[src/rtl/stack_2_reader.sv]
// Read-side aligner for the row-reversing LIFO line buffer.
// Pairs SRAM data with its strobe and tags it with reversed-scan coordinates.
module stack_2_reader #(
    parameter int DWIDTH = 22,
    parameter int AWIDTH = 11
) (
    input  logic              clk,
    input  logic              rst,
    input  logic              clken,
    input  logic              enable,
    input  logic [AWIDTH-1:0] width,
    input  logic [AWIDTH-1:0] height,
    input  logic              rd_en,
    input  logic [DWIDTH-1:0] din,
    output logic              out_valid,
    output logic [DWIDTH-1:0] out_data,
    output logic [AWIDTH-1:0] out_x,
    output logic [AWIDTH-1:0] out_y,
    output logic              out_eol,
    output logic              out_eof,
    output logic              busy
);

    localparam logic [AWIDTH-1:0] ONE = AWIDTH'(1);

    typedef enum logic [1:0] {
        IDLE = 2'd0,
        RUN  = 2'd1,
        DONE = 2'd2
    } state_t;

    state_t            r_state;
    state_t            w_next;
    logic              r_sd1;
    logic [AWIDTH-1:0] r_xcnt;
    logic [AWIDTH-1:0] r_ycnt;

    logic              w_strobe;
    logic              w_first;
    logic [AWIDTH-1:0] w_wm1;
    logic [AWIDTH-1:0] w_x;
    logic [AWIDTH-1:0] w_y;
    logic              w_xz;
    logic              w_last;

    // Outside RUN the next pixel always opens a frame, so coordinates
    // come straight from the dimensions rather than the counters.
    always_comb begin
        w_strobe = clken & enable & ~rd_en;
        w_first  = (r_state != RUN);
        w_wm1    = width - ONE;
        w_x      = w_first ? w_wm1 : r_xcnt;
        w_y      = w_first ? '0 : r_ycnt;
        w_xz     = (w_x == '0);
        w_last   = w_xz && (w_y == height - ONE);
        w_next   = r_state;
        if (r_sd1) begin
            w_next = w_last ? DONE : RUN;
        end else if (r_state != RUN) begin
            w_next = IDLE;
        end
    end

    always_ff @(posedge clk or negedge rst) begin
        if (!rst) begin
            r_sd1     <= 1'b0;
            r_state   <= IDLE;
            r_xcnt    <= '0;
            r_ycnt    <= '0;
            out_valid <= 1'b0;
            out_data  <= '0;
            out_x     <= '0;
            out_y     <= '0;
            out_eol   <= 1'b0;
            out_eof   <= 1'b0;
            busy      <= 1'b0;
        end else begin
            r_sd1     <= w_strobe;
            r_state   <= w_next;
            busy      <= (w_next != IDLE);
            out_valid <= r_sd1;
            out_eol   <= r_sd1 & w_xz;
            out_eof   <= r_sd1 & w_last;
            if (r_sd1) begin
                out_data <= din;
                out_x    <= w_x;
                out_y    <= w_y;
                if (w_xz) begin
                    r_xcnt <= w_wm1;
                    r_ycnt <= w_last ? '0 : w_y + ONE;
                end else begin
                    r_xcnt <= w_x - ONE;
                    r_ycnt <= w_y;
                end
            end else if (r_state != RUN) begin
                r_xcnt <= w_wm1;
                r_ycnt <= '0;
            end
        end
    end

endmodule

[config.mk]
export PLATFORM = sky130hd
export DESIGN_NAME = stack_2_reader
export DESIGN_NICKNAME = d
export VERILOG_FILES = /design/src/rtl/stack_2_reader.sv
export SDC_FILE = /design/constraint.sdc
export NUM_CORES = 1
export LEC_CHECK = 0
export ABC_AREA = 0
export BUFFER_PORTS_ARGS = -buffer_cell sky130_fd_sc_hd__buf_2
export CAP_MARGIN = 10
export CORE_MARGIN = 3
export CORE_UTILIZATION = 45
export DETAILED_ROUTE_END_ITERATION = 10
export HOLD_SLACK_MARGIN = 0.06
export PLACE_DENSITY = 0.69
export SLEW_MARGIN = 20
export SYNTH_ARGS = -nofsm -noshare
export SYNTH_HDL_FRONTEND = slang
export SYNTH_SLANG_ARGS = --single-unit
export TNS_END_PERCENT = 5
[constraint.sdc]
create_clock -name clk -period 4.1 [get_ports clk]
set_clock_uncertainty 0.15 [all_clocks]
set_input_delay 0.41 -clock clk [delete_from_list [all_inputs] [get_ports clk]]
set_output_delay 0.41 -clock clk [all_outputs]
set_load 0.005 [all_outputs]
==> summary.md <==
| Metric | Value |
|---|---|
| Outcome | `finished clean` |
| Layout area overhead | `20.1%` |
| Peak VDD IR | `0.328 mV` |
| Critical Path Start Type | `register` |
| Clock buffer depth | `2` |
| CP Depth | `11` |
| Syn nets | `465` |
| Initial antenna violation count | `0` |
| Antenna cell count | `0` |
| Post-DR wirelength/cell | `approximately 15 um` |
| Commonest non-fill, non-tap cells in the layout | `buf_2, dfrtp_1, nand2_1, mux2_2, o21ai_0` |
| Total global-route track usage | `0.195` |
| Crit-path cells | `nand2b_1 > buf_4 > nand2_1 > o21ai_0 > ha_1 > nand3_1 > nand3b_1 > or3_1 > inv_2 > nand3_1 > a31oi_1` |
| Synth unique cells | `between 70 and 80` |
| Syn Area/Cell | `slightly below 10 um2` |
| Arr. time, crit path | `approximately 3.4 ns` |
| Routability cong. | `between 0.8 and 0.9` |
| Initial Utilization | `0.465` |
| Wire length on met2 | `~4500 um` |
| Placed cells | `599` |
| CP Data Required Time | `about 4.2 ns` |
| IO buf count | `between 90 and 100` |
| Max stage delay on crit path | `around 0.64 ns` |
| # clock sinks | `between 70 and 80` |
| HP Class | `in2async` |
| Vias in the first global route | `3398` |
| Proportion of synthesized chip area in sequential cells | `0.450` |
| Final setup viols | `0` |
| Minimum clock period | `approximately 3.2 ns` |
| Hpwl dp | `roughly 7000 um` |
| Multi-input gate area | `~2100 um2` |
| Crit-path most repeated cell | `nand3_1` |
| DIE AREA | `about 10000 um2` |
| CTS Root Cell | `clkbuf_8` |
| Count of pins over their slew limit | `0` |
| Setup TNS | `0 ns` |
| P_leak | `roughly 2.1 nW` |
| Hold Violations, Final | `0` |
| Least-Margin Pin Slew | `approximately 0.90 ns` |
| Fin nets | `approximately 560` |
| DRC Markers | `0` |
| Commonest non-fill, non-tap cell in the layout | `buf_2` |
| Commonest register cell after synthesis | `dfrtp_1` |
| Max cap viols | `0` |
| 1st-iter DRT viols | `between 150 and 200` |
| Worst r2r path cells | `11` |
| Die Wd | `slightly above 100 um` |
| Comb power frac | `0.218` |
| Max Freq | `a little over 0.3 GHz` |
| Slew HR | `0.398` |
| Mapped Cells | `between 400 and 500` |
| Post-DRT Antenna Nets | `0` |
| DRT Pass-1 Iters | `4` |
| EDFF count, synth | `0` |
| Delay-heaviest family, CP | `simple AND/OR/NAND/NOR gates` |
| Routed metal-1 wirelength | `4290 um` |
| Setup Crit Path Kind | `reg2reg` |
| Part of the power in registers | `0.444` |
| Htree depth | `3` |
| Psw | `around 0.56 mW` |
| Fin crit share | `0.791` |
| Final non-filler cell total | `616` |
| CTS Buf Count | `9` |
| FF/Latch Area | `roughly 1800 um2` |
| Clock latency on the worst-skew pair | `between 0.3 and 0.4 ns` |
| Wire length of the first global-routing pass | `16100 um` |
| FF+latch count, synth | `73` |
| DR vias | `approximately 3500` |
| Fill cells | `slightly above 800` |
| Hold Slack | `approximately 0.024 ns` |
| CP Capture Type | `register` |
| RSZ-0062 raised after global routing | `no` |
| Chip Height | `101 um` |
| PwrDens | `417 nW/um2` |
| Top Layer Used | `met4` |
| Crit-path max FO | `24` |
| Synth Cell Area | `4060 um2` |
| GRT overflow | `0` |
| Largest net degree at the start of global routing | `74` |
| Synth async-reset ratio | `1.00` |
| CTS clk-pin slew, worst paths | `around 0.08 ns` |
| Share of cells above drive strength 1 | `0.339` |
| Post-CTS sizing | `0` |
| Crit path max-delay cell type | `or3_1` |
| Metal3 WL | `686 um` |
| Sw frac | `0.277` |
| Int Pwr | `approximately 1.5 mW` |
| Io pins | `a little under 100` |
| CTS tree | `done` |
| Final WL | `about 9500 um` |
| Std-Cell Rows | `34` |
| Vias per cell | `around 5.6` |
| Warnings, synthesis | `0` |
| Clock power frac | `0.338` |
| WP buf/inv | `2` |
| Area of the core | `roughly 8700 um2` |
## final cells by class
class	count	share of cell area
sequential	73	0.375
tap	108	0.0277
clock inverter	6	0.0239
clock buffer	10	0.0262
inverter	14	0.0108
timing repair buffer	105	0.113
multi-input combinational	300	0.423
## timing repair
| item | 4_1_cts | 5_1_grt |
|---|---|---|
| setup buffers | 0 | 0 |
| hold buffers | 1 | 0 |
| endpoints found under the hold margin | 1 | 0 |
## metrics by stage
step / setup WS [ns] / power [mW] / area (um2) / util
global placement: 0.776 / 1.35 / 4620 / 0.530
finish: 0.858 / 2.04 / 4880 / 0.559
CTS: 0.869 / 2.06 / 4880 / 0.559
global route: 0.538 / 2.16 / 4880 / 0.559
floorplan: 0.924 / 1.17 / 4060 / -
detailed placement: 0.747 / 1.36 / 4620 / 0.530
## final timing paths
path	from	end	slack, ns
worst min register to register	out_y[7]	out_y[7]	0.33
worst min-delay path	rst	r_xcnt[10]	0.02
worst max-delay path	r_state[0]	r_ycnt[3]	0.86
max in group asynchronous	rst	r_sd1	3.14
worst max register to register	r_state[0]	r_ycnt[3]	0.86
min in group clk	enable	r_sd1	0.11
## power by group through the flow
stage	Clock [mW]	Combinational (mW)	Sequential, mW
5_1_grt	0.736	0.501	0.921
2_1_floorplan	0	0.256	0.916
3_5_place_dp	0	0.447	0.916
3_3_place_gp	0	0.434	0.913
4_1_cts	0.703	0.450	0.905
6_report	0.688	0.443	0.904
## flip-flops by register name, indices dropped and copies added (netlist names)
register,count
r_ycnt,11
out_x,11
out_eof,1
out_valid,1
r_sd1,1
out_data,22
r_state,2
busy,1
r_xcnt,11
out_y,11
out_eol,1
## cell families after synthesis
kind of cell               synth area share
and+or+nand+nor                       0.196
adders and majority gates            0.0123
AOI/OAI and AO/OA                     0.155
muxes                                 0.104
DFF                                   0.450
buffers and inverters                0.0416
xor gates and xnor gates             0.0410
## worst register-to-register path, cell delays in order, from the launching register on
cell and delay, ns:
dfrtp_1 0.42, nand2b_1 0.18, buf_4 0.32, nand2_1 0.08, o21ai_0 0.17, ha_1 0.27
nand3_1 0.12, nand3b_1 0.29, or3_1 0.64, inv_2 0.24, nand3_1 0.10, a31oi_1 0.19
## cell usage after synthesis (all sizes together), types with 4 or more instances
master / n / area [um2]
buf: 8 / 52.6
dfrtp: 73 / 1830
ha: 4 / 50.1
a31oi: 4 / 25.0
nand2: 33 / 124
or2: 5 / 31.3
nor2: 26 / 97.6
xnor2: 11 / 96.3
or3: 10 / 62.6
or4: 4 / 33.8
xor2: 8 / 70.1
nor3: 10 / 50.1
nand3: 17 / 85.1
a22oi: 4 / 30.0
nor4: 4 / 25.0
nand3b: 6 / 45.0
inv: 13 / 48.8
o21ai: 35 / 175
nand4: 5 / 31.3
clkbuf: 17 / 63.8
mux2: 33 / 372
a21oi: 14 / 77.6
o31ai: 4 / 30.0
mux2i: 5 / 50.1
## per-layer routing
metal  up-vias  GRT usage
met5         -          0
met4         0     0.0307
met3        10     0.0609
met2       113      0.321
met1      1654      0.259
li1       1689          -
Power figures use the tool's default switching activity.
